[src/rtl/acq_sequencer.sv]
// Acquisition sequencer: loads an AGC code, strobes per-channel ADC control words,
// then opens timed acquisition windows in one-shot, periodic or continuous mode.
module acq_sequencer #(
    parameter int                 NCH     = 2,
    parameter int                 CNT_W   = 32,
    parameter int                 CTRL_W  = 10,
    parameter int                 AGC_W   = 12,
    parameter logic [AGC_W-1:0]   AGC_RST = 12'h555
) (
    input  logic                    clk,
    input  logic                    arstn,
    input  logic                    start,
    input  logic                    abort,
    input  logic [1:0]              mode,
    input  logic [CNT_W-1:0]        t_agc,
    input  logic [CNT_W-1:0]        t_ctrl,
    input  logic [CNT_W-1:0]        t_acq,
    input  logic [CNT_W-1:0]        t_gap,
    input  logic [AGC_W-1:0]        agc_code,
    input  logic [NCH*CTRL_W-1:0]   ctrlword_in,
    input  logic [NCH-1:0]          ch_mask,
    output logic                    agc_load,
    output logic [AGC_W-1:0]        agc_data,
    output logic [NCH-1:0]          adc_ldctrl,
    output logic [NCH*CTRL_W-1:0]   adc_ctrlword,
    output logic [NCH-1:0]          adc_enable,
    output logic                    busy,
    output logic                    done,
    output logic [15:0]             frame_cnt
);

    typedef enum logic [2:0] {
        S_IDLE   = 3'd0,
        S_AGC    = 3'd1,
        S_CTRL   = 3'd2,
        S_SETTLE = 3'd3,
        S_ACQ    = 3'd4,
        S_GAP    = 3'd5
    } state_t;

    localparam logic [CNT_W-1:0] CNT_ZERO = {CNT_W{1'b0}};
    localparam logic [CNT_W-1:0] CNT_ONE  = {{(CNT_W-1){1'b0}}, 1'b1};

    state_t                  state_q, state_d;
    logic [CNT_W-1:0]        cnt_q, cnt_d;
    logic [1:0]              mode_q, mode_d;
    logic [CNT_W-1:0]        t_agc_q, t_agc_d, t_ctrl_q, t_ctrl_d;
    logic [CNT_W-1:0]        t_acq_q, t_acq_d, t_gap_q, t_gap_d;
    logic [NCH*CTRL_W-1:0]   words_q, words_d;
    logic [NCH-1:0]          mask_q, mask_d;
    logic                    agc_load_q, agc_load_d;
    logic [AGC_W-1:0]        agc_data_q, agc_data_d;
    logic [NCH-1:0]          ldctrl_q, ldctrl_d;
    logic [NCH*CTRL_W-1:0]   ctrlword_q, ctrlword_d;
    logic [NCH-1:0]          enable_q, enable_d;
    logic                    busy_q, busy_d;
    logic                    done_q, done_d;
    logic [15:0]             frame_q, frame_d;
    logic [CNT_W-1:0]        cur_t_s;
    logic [CNT_W-1:0]        lim_s;
    logic                    expire_s;

    // Select the duration of the current timed state; a zero duration behaves as one cycle.
    always_comb begin
        case (state_q)
            S_AGC:    cur_t_s = t_agc_q;
            S_SETTLE: cur_t_s = t_ctrl_q;
            S_ACQ:    cur_t_s = t_acq_q;
            S_GAP:    cur_t_s = t_gap_q;
            default:  cur_t_s = CNT_ZERO;
        endcase
        if (cur_t_s == CNT_ZERO) begin
            lim_s = CNT_ZERO;
        end else begin
            lim_s = cur_t_s - CNT_ONE;
        end
        expire_s = (cnt_q >= lim_s);
    end

    // Next-state, shadow capture, frame counting and registered output values.
    always_comb begin
        state_d  = state_q;
        mode_d   = mode_q;
        t_agc_d  = t_agc_q;
        t_ctrl_d = t_ctrl_q;
        t_acq_d  = t_acq_q;
        t_gap_d  = t_gap_q;
        words_d  = words_q;
        mask_d   = mask_q;
        frame_d  = frame_q;
        done_d   = 1'b0;

        case (state_q)
            S_IDLE: begin
                if (start && !abort) begin
                    mode_d   = mode;
                    t_agc_d  = t_agc;
                    t_ctrl_d = t_ctrl;
                    t_acq_d  = t_acq;
                    t_gap_d  = t_gap;
                    words_d  = ctrlword_in;
                    mask_d   = ch_mask;
                    frame_d  = 16'd0;
                    state_d  = S_AGC;
                end else begin
                    state_d  = S_IDLE;
                end
            end
            S_AGC: begin
                if (expire_s) state_d = S_CTRL;
                else          state_d = S_AGC;
            end
            S_CTRL: state_d = S_SETTLE;
            S_SETTLE: begin
                if (expire_s) state_d = S_ACQ;
                else          state_d = S_SETTLE;
            end
            S_ACQ: begin
                // Continuous mode never lets the window timer end the frame.
                if (expire_s && (mode_q != 2'd2)) begin
                    frame_d = frame_q + 16'd1;
                    if (mode_q == 2'd1) begin
                        state_d = S_GAP;
                    end else begin
                        state_d = S_IDLE;
                        done_d  = 1'b1;
                    end
                end else begin
                    state_d = S_ACQ;
                end
            end
            S_GAP: begin
                if (expire_s) state_d = S_ACQ;
                else          state_d = S_GAP;
            end
            default: state_d = S_IDLE;
        endcase

        // Abort overrides everything; a cut-short window still counts as a frame.
        if (abort && (state_q != S_IDLE)) begin
            state_d = S_IDLE;
            done_d  = 1'b0;
            if (state_q == S_ACQ) frame_d = frame_q + 16'd1;
            else                  frame_d = frame_q;
        end else begin
            done_d  = done_d;
        end

        if (state_d != state_q) begin
            cnt_d = CNT_ZERO;
        end else if ((state_q == S_ACQ) && (mode_q == 2'd2)) begin
            cnt_d = cnt_q;
        end else begin
            cnt_d = cnt_q + CNT_ONE;
        end

        agc_load_d = (state_d == S_AGC) && (state_q != S_AGC);
        if ((state_q == S_IDLE) && (state_d == S_AGC)) agc_data_d = agc_code;
        else                                           agc_data_d = agc_data_q;
        if (state_d == S_CTRL) begin
            ldctrl_d   = mask_q;
            ctrlword_d = words_q;
        end else begin
            ldctrl_d   = {NCH{1'b0}};
            ctrlword_d = ctrlword_q;
        end
        if (state_d == S_ACQ) enable_d = mask_q;
        else                  enable_d = {NCH{1'b0}};
        busy_d = (state_d != S_IDLE);
    end

    // State, shadow and output registers; reset drops enables without waiting for a clock.
    always_ff @(posedge clk or negedge arstn) begin
        if (!arstn) begin
            state_q    <= S_IDLE;
            cnt_q      <= CNT_ZERO;
            mode_q     <= 2'd0;
            t_agc_q    <= CNT_ZERO;
            t_ctrl_q   <= CNT_ZERO;
            t_acq_q    <= CNT_ZERO;
            t_gap_q    <= CNT_ZERO;
            words_q    <= {(NCH*CTRL_W){1'b0}};
            mask_q     <= {NCH{1'b0}};
            agc_load_q <= 1'b0;
            agc_data_q <= AGC_RST;
            ldctrl_q   <= {NCH{1'b0}};
            ctrlword_q <= {(NCH*CTRL_W){1'b0}};
            enable_q   <= {NCH{1'b0}};
            busy_q     <= 1'b0;
            done_q     <= 1'b0;
            frame_q    <= 16'd0;
        end else begin
            state_q    <= state_d;
            cnt_q      <= cnt_d;
            mode_q     <= mode_d;
            t_agc_q    <= t_agc_d;
            t_ctrl_q   <= t_ctrl_d;
            t_acq_q    <= t_acq_d;
            t_gap_q    <= t_gap_d;
            words_q    <= words_d;
            mask_q     <= mask_d;
            agc_load_q <= agc_load_d;
            agc_data_q <= agc_data_d;
            ldctrl_q   <= ldctrl_d;
            ctrlword_q <= ctrlword_d;
            enable_q   <= enable_d;
            busy_q     <= busy_d;
            done_q     <= done_d;
            frame_q    <= frame_d;
        end
    end

    assign agc_load     = agc_load_q;
    assign agc_data     = agc_data_q;
    assign adc_ldctrl   = ldctrl_q;
    assign adc_ctrlword = ctrlword_q;
    assign adc_enable   = enable_q;
    assign busy         = busy_q;
    assign done         = done_q;
    assign frame_cnt    = frame_q;

endmodule
[config.mk]
export PLATFORM = sky130hd
export DESIGN_NAME = acq_sequencer
export DESIGN_NICKNAME = d
export VERILOG_FILES = /design/src/rtl/acq_sequencer.sv
export SDC_FILE = /design/constraint.sdc
export NUM_CORES = 1
export LEC_CHECK = 0
export ABC_AREA = 1
export BUFFER_PORTS_ARGS = -buffer_cell sky130_fd_sc_hd__buf_2
export CAP_MARGIN = 20
export CORE_MARGIN = 1
export CORE_UTILIZATION = 55
export DETAILED_ROUTE_END_ITERATION = 7
export PLACE_DENSITY = 0.77
export SYNTH_ARGS = -nofsm -noshare
export SYNTH_HDL_FRONTEND = slang
export SYNTH_SLANG_ARGS = --single-unit
[constraint.sdc]
create_clock -name clk -period 5 [get_ports clk]
set_input_delay 1 -clock clk [delete_from_list [all_inputs] [get_ports clk]]
set_output_delay 1 -clock clk [all_outputs]
set_load 0.05 [all_outputs]
==> summary.md <==
| Metric | Value |
|---|---|
| Run status | finished clean |
| Crit Path Category | flip-flop to flip-flop |
| Post-Syn Area | roughly 0.013 sq mm |
| Clk sink count | approximately 240 |
| Fmax | 216 MHz |
| FFs w/ async S/R, synth | 100% |
| Commonest non-fill, non-tap cell in the layout | nand2_1 |
| Final wirelength | 32700 um |
| Total number of vias | between 10000 and 15000 |
| Synth warn | 0 |
| Max Buffers Root-to-Sink | 3 |
| Largest net degree at the start of global routing | 293 |
| Vias in the first global route | between 10000 and 15000 |
| Cells on worst reg2reg path | 27 |
| Drt wl/cell | between 15 and 20 um |
| CTS Buf Count | 26 |
| Antenna violations before repair | 0 |
| GR Util All Layers | around 28% |
| Congestion Overflow GR | 0 |
| Static Leak | 0.00784 uW |
| Placeable Area | 0.0226 sq mm |
| Die area | approximately 0.024 sq mm |
| Layout area overhead | 18.9% |
| Flops & latches, synth | about 240 |
| Critical path data required time | between 5 and 6 ns |
| Unrepaired setup endpoints after global routing | no |
| Final Critical Period | between 4 and 5 ns |
| Share of cells above drive strength 1 | 20.3% |
| R2R setup slack | ~0.37 ns |
| Hold slack | around 0.46 ns |
| Mapped Nets | between 1500 and 2000 |
| Skew final | approximately 0.019 ns |
| Post-synth EDFFs | 0 |
| Number of DRC markers in iteration 0 | roughly 900 |
| Most frequent cells in the layout | 470 x nand2_1, 234 x dfrtp_1, 221 x buf_2, 213 x inv_1, 153 x o21ai_0 |
| CTS tree | built |
| ANT nets after route | 0 |
| Crit path DAT | about 5 ns |
| R2r endpoint | frame_cnt[0] |
| Cells after Synth | ~1600 |
| Util after Layout | 66.5% |
| First-pass GRT wire length | roughly 54000 um |
| Max-Slew Margin vs Limit | between 20% and 30% |
| Chip width | 153 um |
| Clk_lat worst skew | 0.55 ns |
| I/O pin total | roughly 220 |
| Starting Density | 55.9% |
| Number of maximum-capacitance violations | 0 |
| Max Transition Viols Final | 0 |
| PortBufs | 222 |
| Final layout net count | roughly 2000 |
| Hold_buf cts | 0 |
| Clock root buffer | clkbuf_16 |
| TNS Setup | 0 ns |
| Unique cell type count in the Yosys netlist | 44 |
| Die Y | 153 um |
| CP endpoint kind | flip-flop |
| DR pass1 iterations | 7 |
| Residual DRC | 0 |
| Placed cell areas | approximately 0.014 sq mm |
| Max VDD drop | between 0.0003 and 0.0004 V |
| Pwr Density | 540 mW/mm^2 |
| FF-to-FF Start | state_q[1] |
| Post-DP HPWL | 23400 um |
| Hold WC Path Type | primary input to async pin |
| Crit start category | flip-flop |
| Final setup margin | 0.372 ns |
| Fin. Hold Viols | 0 |
| Register area share after synthesis | between 40% and 50% |
| CP Max Fanout | 30 |
| Avg Synthesized Cell Area | 7.86 sq um |
| GPL Wtd Cong | 0.910 |
| # diodes | 0 |
| H-tree lvl count | 1 |
| Dominant synthesized flop cell | dfrtp_1 |
| Drt via density | between 5 and 6 |
| Design area | 0.0150 sq mm |
| Filler instances | 1912 |
| Setup violators final | 0 |
| Row cnt | 55 |
| Worst-margin pin slew | between 1 and 1.5 ns |
| Worst slack at placement | about 0.19 ns |
| Clock transition at the registers of the reported paths | 0.06 ns |
| Final worst path period share | between 90% and 100% |
## state kept, by name, indices dropped and copies added (netlist names), 12 cells and up
register and count:
t_agc_q 32, words_q 20, t_gap_q 32, t_ctrl_q 32
cnt_q 32, frame_cnt 16, agc_data 12, adc_ctrlword 20
t_acq_q 32
## stage by stage
step,instances,total power (uW)
5_1_grt,2122,8670
6_report,2122,8100
4_1_cts,2117,8060
2_1_floorplan,1605,5150
3_5_place_dp,2069,5990
3_3_place_gp,2069,5890
## cells by family (layout without fill, tap and decap cells)
| group | count (synthesis) | in the layout | share of synthesized area, % |
|---|---|---|---|
| DFF | 242 | 242 | 48.1 |
| buffers and inverters | 287 | 519 | 9.30 |
| muxes | 1 | 1 | 0.0794 |
| adders and majority gates | 36 | 36 | 3.57 |
| AOI/OAI and AO/OA | 256 | 256 | 11.4 |
| and+or+nand+nor | 748 | 748 | 25.1 |
| xor gates and xnor gates | 35 | 35 | 2.43 |
## cell usage after synthesis, types with 4 or more instances
master	n	area (sq um)
a21oi_1	21	105
buf_4	5	37.5
buf_6	10	113
clkbuf_1	44	165
dfrtp_1	236	5910
dfstp_2	6	158
ha_1	36	450
inv_1	215	807
inv_2	11	41.3
nand2_1	472	1770
nand2_2	5	31.3
nand3_1	60	300
nand3_2	6	60.1
nand3b_1	8	60.1
nand4_1	12	75.1
nor2_1	125	469
nor2_2	21	131
nor3_1	16	80.1
nor4_1	5	31.3
o21ai_0	153	766
o22ai_1	62	388
o31ai_1	4	30.0
xnor2_1	10	87.6
xor2_1	25	219
## timing repair
action                     in CTS  in global routing
setup endpoints to repair       0                 72
setup buffers                   0                  5
hold endpoints to repair        0                  0
resized for setup               0                 21
## worst max path at each step
| stage | from | end | slack (ns) | cells after the start |
|---|---|---|---|---|
| 6_report | state_q[1] | frame_cnt[0] | 0.37 | 27 |
| 5_1_grt | state_q[0] | frame_cnt[7] | 0.0006 | 29 |
| 4_1_cts | state_q[1] | frame_cnt[12] | 0.11 | 26 |
| 3_5_place_dp | state_q[1] | frame_cnt[7] | 0.19 | 30 |
| 3_3_place_gp | state_q[2] | frame_cnt[4] | 0.25 | 31 |
| 2_1_floorplan | state_q[1] | cnt_q[11] | 0.90 | 30 |
## layout make-up
class	instances	area [sq um]	area share (%)
inverters	226	857	5.71
flip-flops and latches	242	6070	40.4
multi-input cells	1076	5430	36.2
repair buffers	245	1380	9.17
clock inverters	17	208	1.38
clock buffers	31	709	4.73
well taps	285	357	2.38
## power by group
part	leakage (uW)	switching, uW	internal, uW
clock network	0.000450	817	1220
registers	0.00310	262	2630
logic	0.00429	2140	1020
## worst max-delay path: stages (launching register included)
cell,delay (ns)
dfrtp_1,0.42
inv_1,0.12
nand2_1,0.09
inv_2,0.05
nand2_2,0.09
buf_12,0.21
o22ai_1,0.16
or2_1,0.30
nor2_1,0.18
nand2_1,0.09
nor2_2,0.14
nand3_2,0.11
nor3_4,0.28
inv_6,0.15
nand3_1,0.16
ha_1,0.26
a21oi_1,0.17
o21a_1,0.13
nand2_1,0.05
a21oi_1,0.20
nand2_1,0.16
nand2_1,0.09
nand3_1,0.07
nand2_2,0.21
clkinvlp_4,0.22
buf_12,0.17
nand2_1,0.07
o21ai_0,0.08
## per-layer routing
layer	global-route usage (%)	wire (um)
met4	9.38	927
met5	0	0
met3	4.82	1930
met1	37.3	14100
met2	47.9	15700
Note: power is estimated with default switching activity, not from simulation.
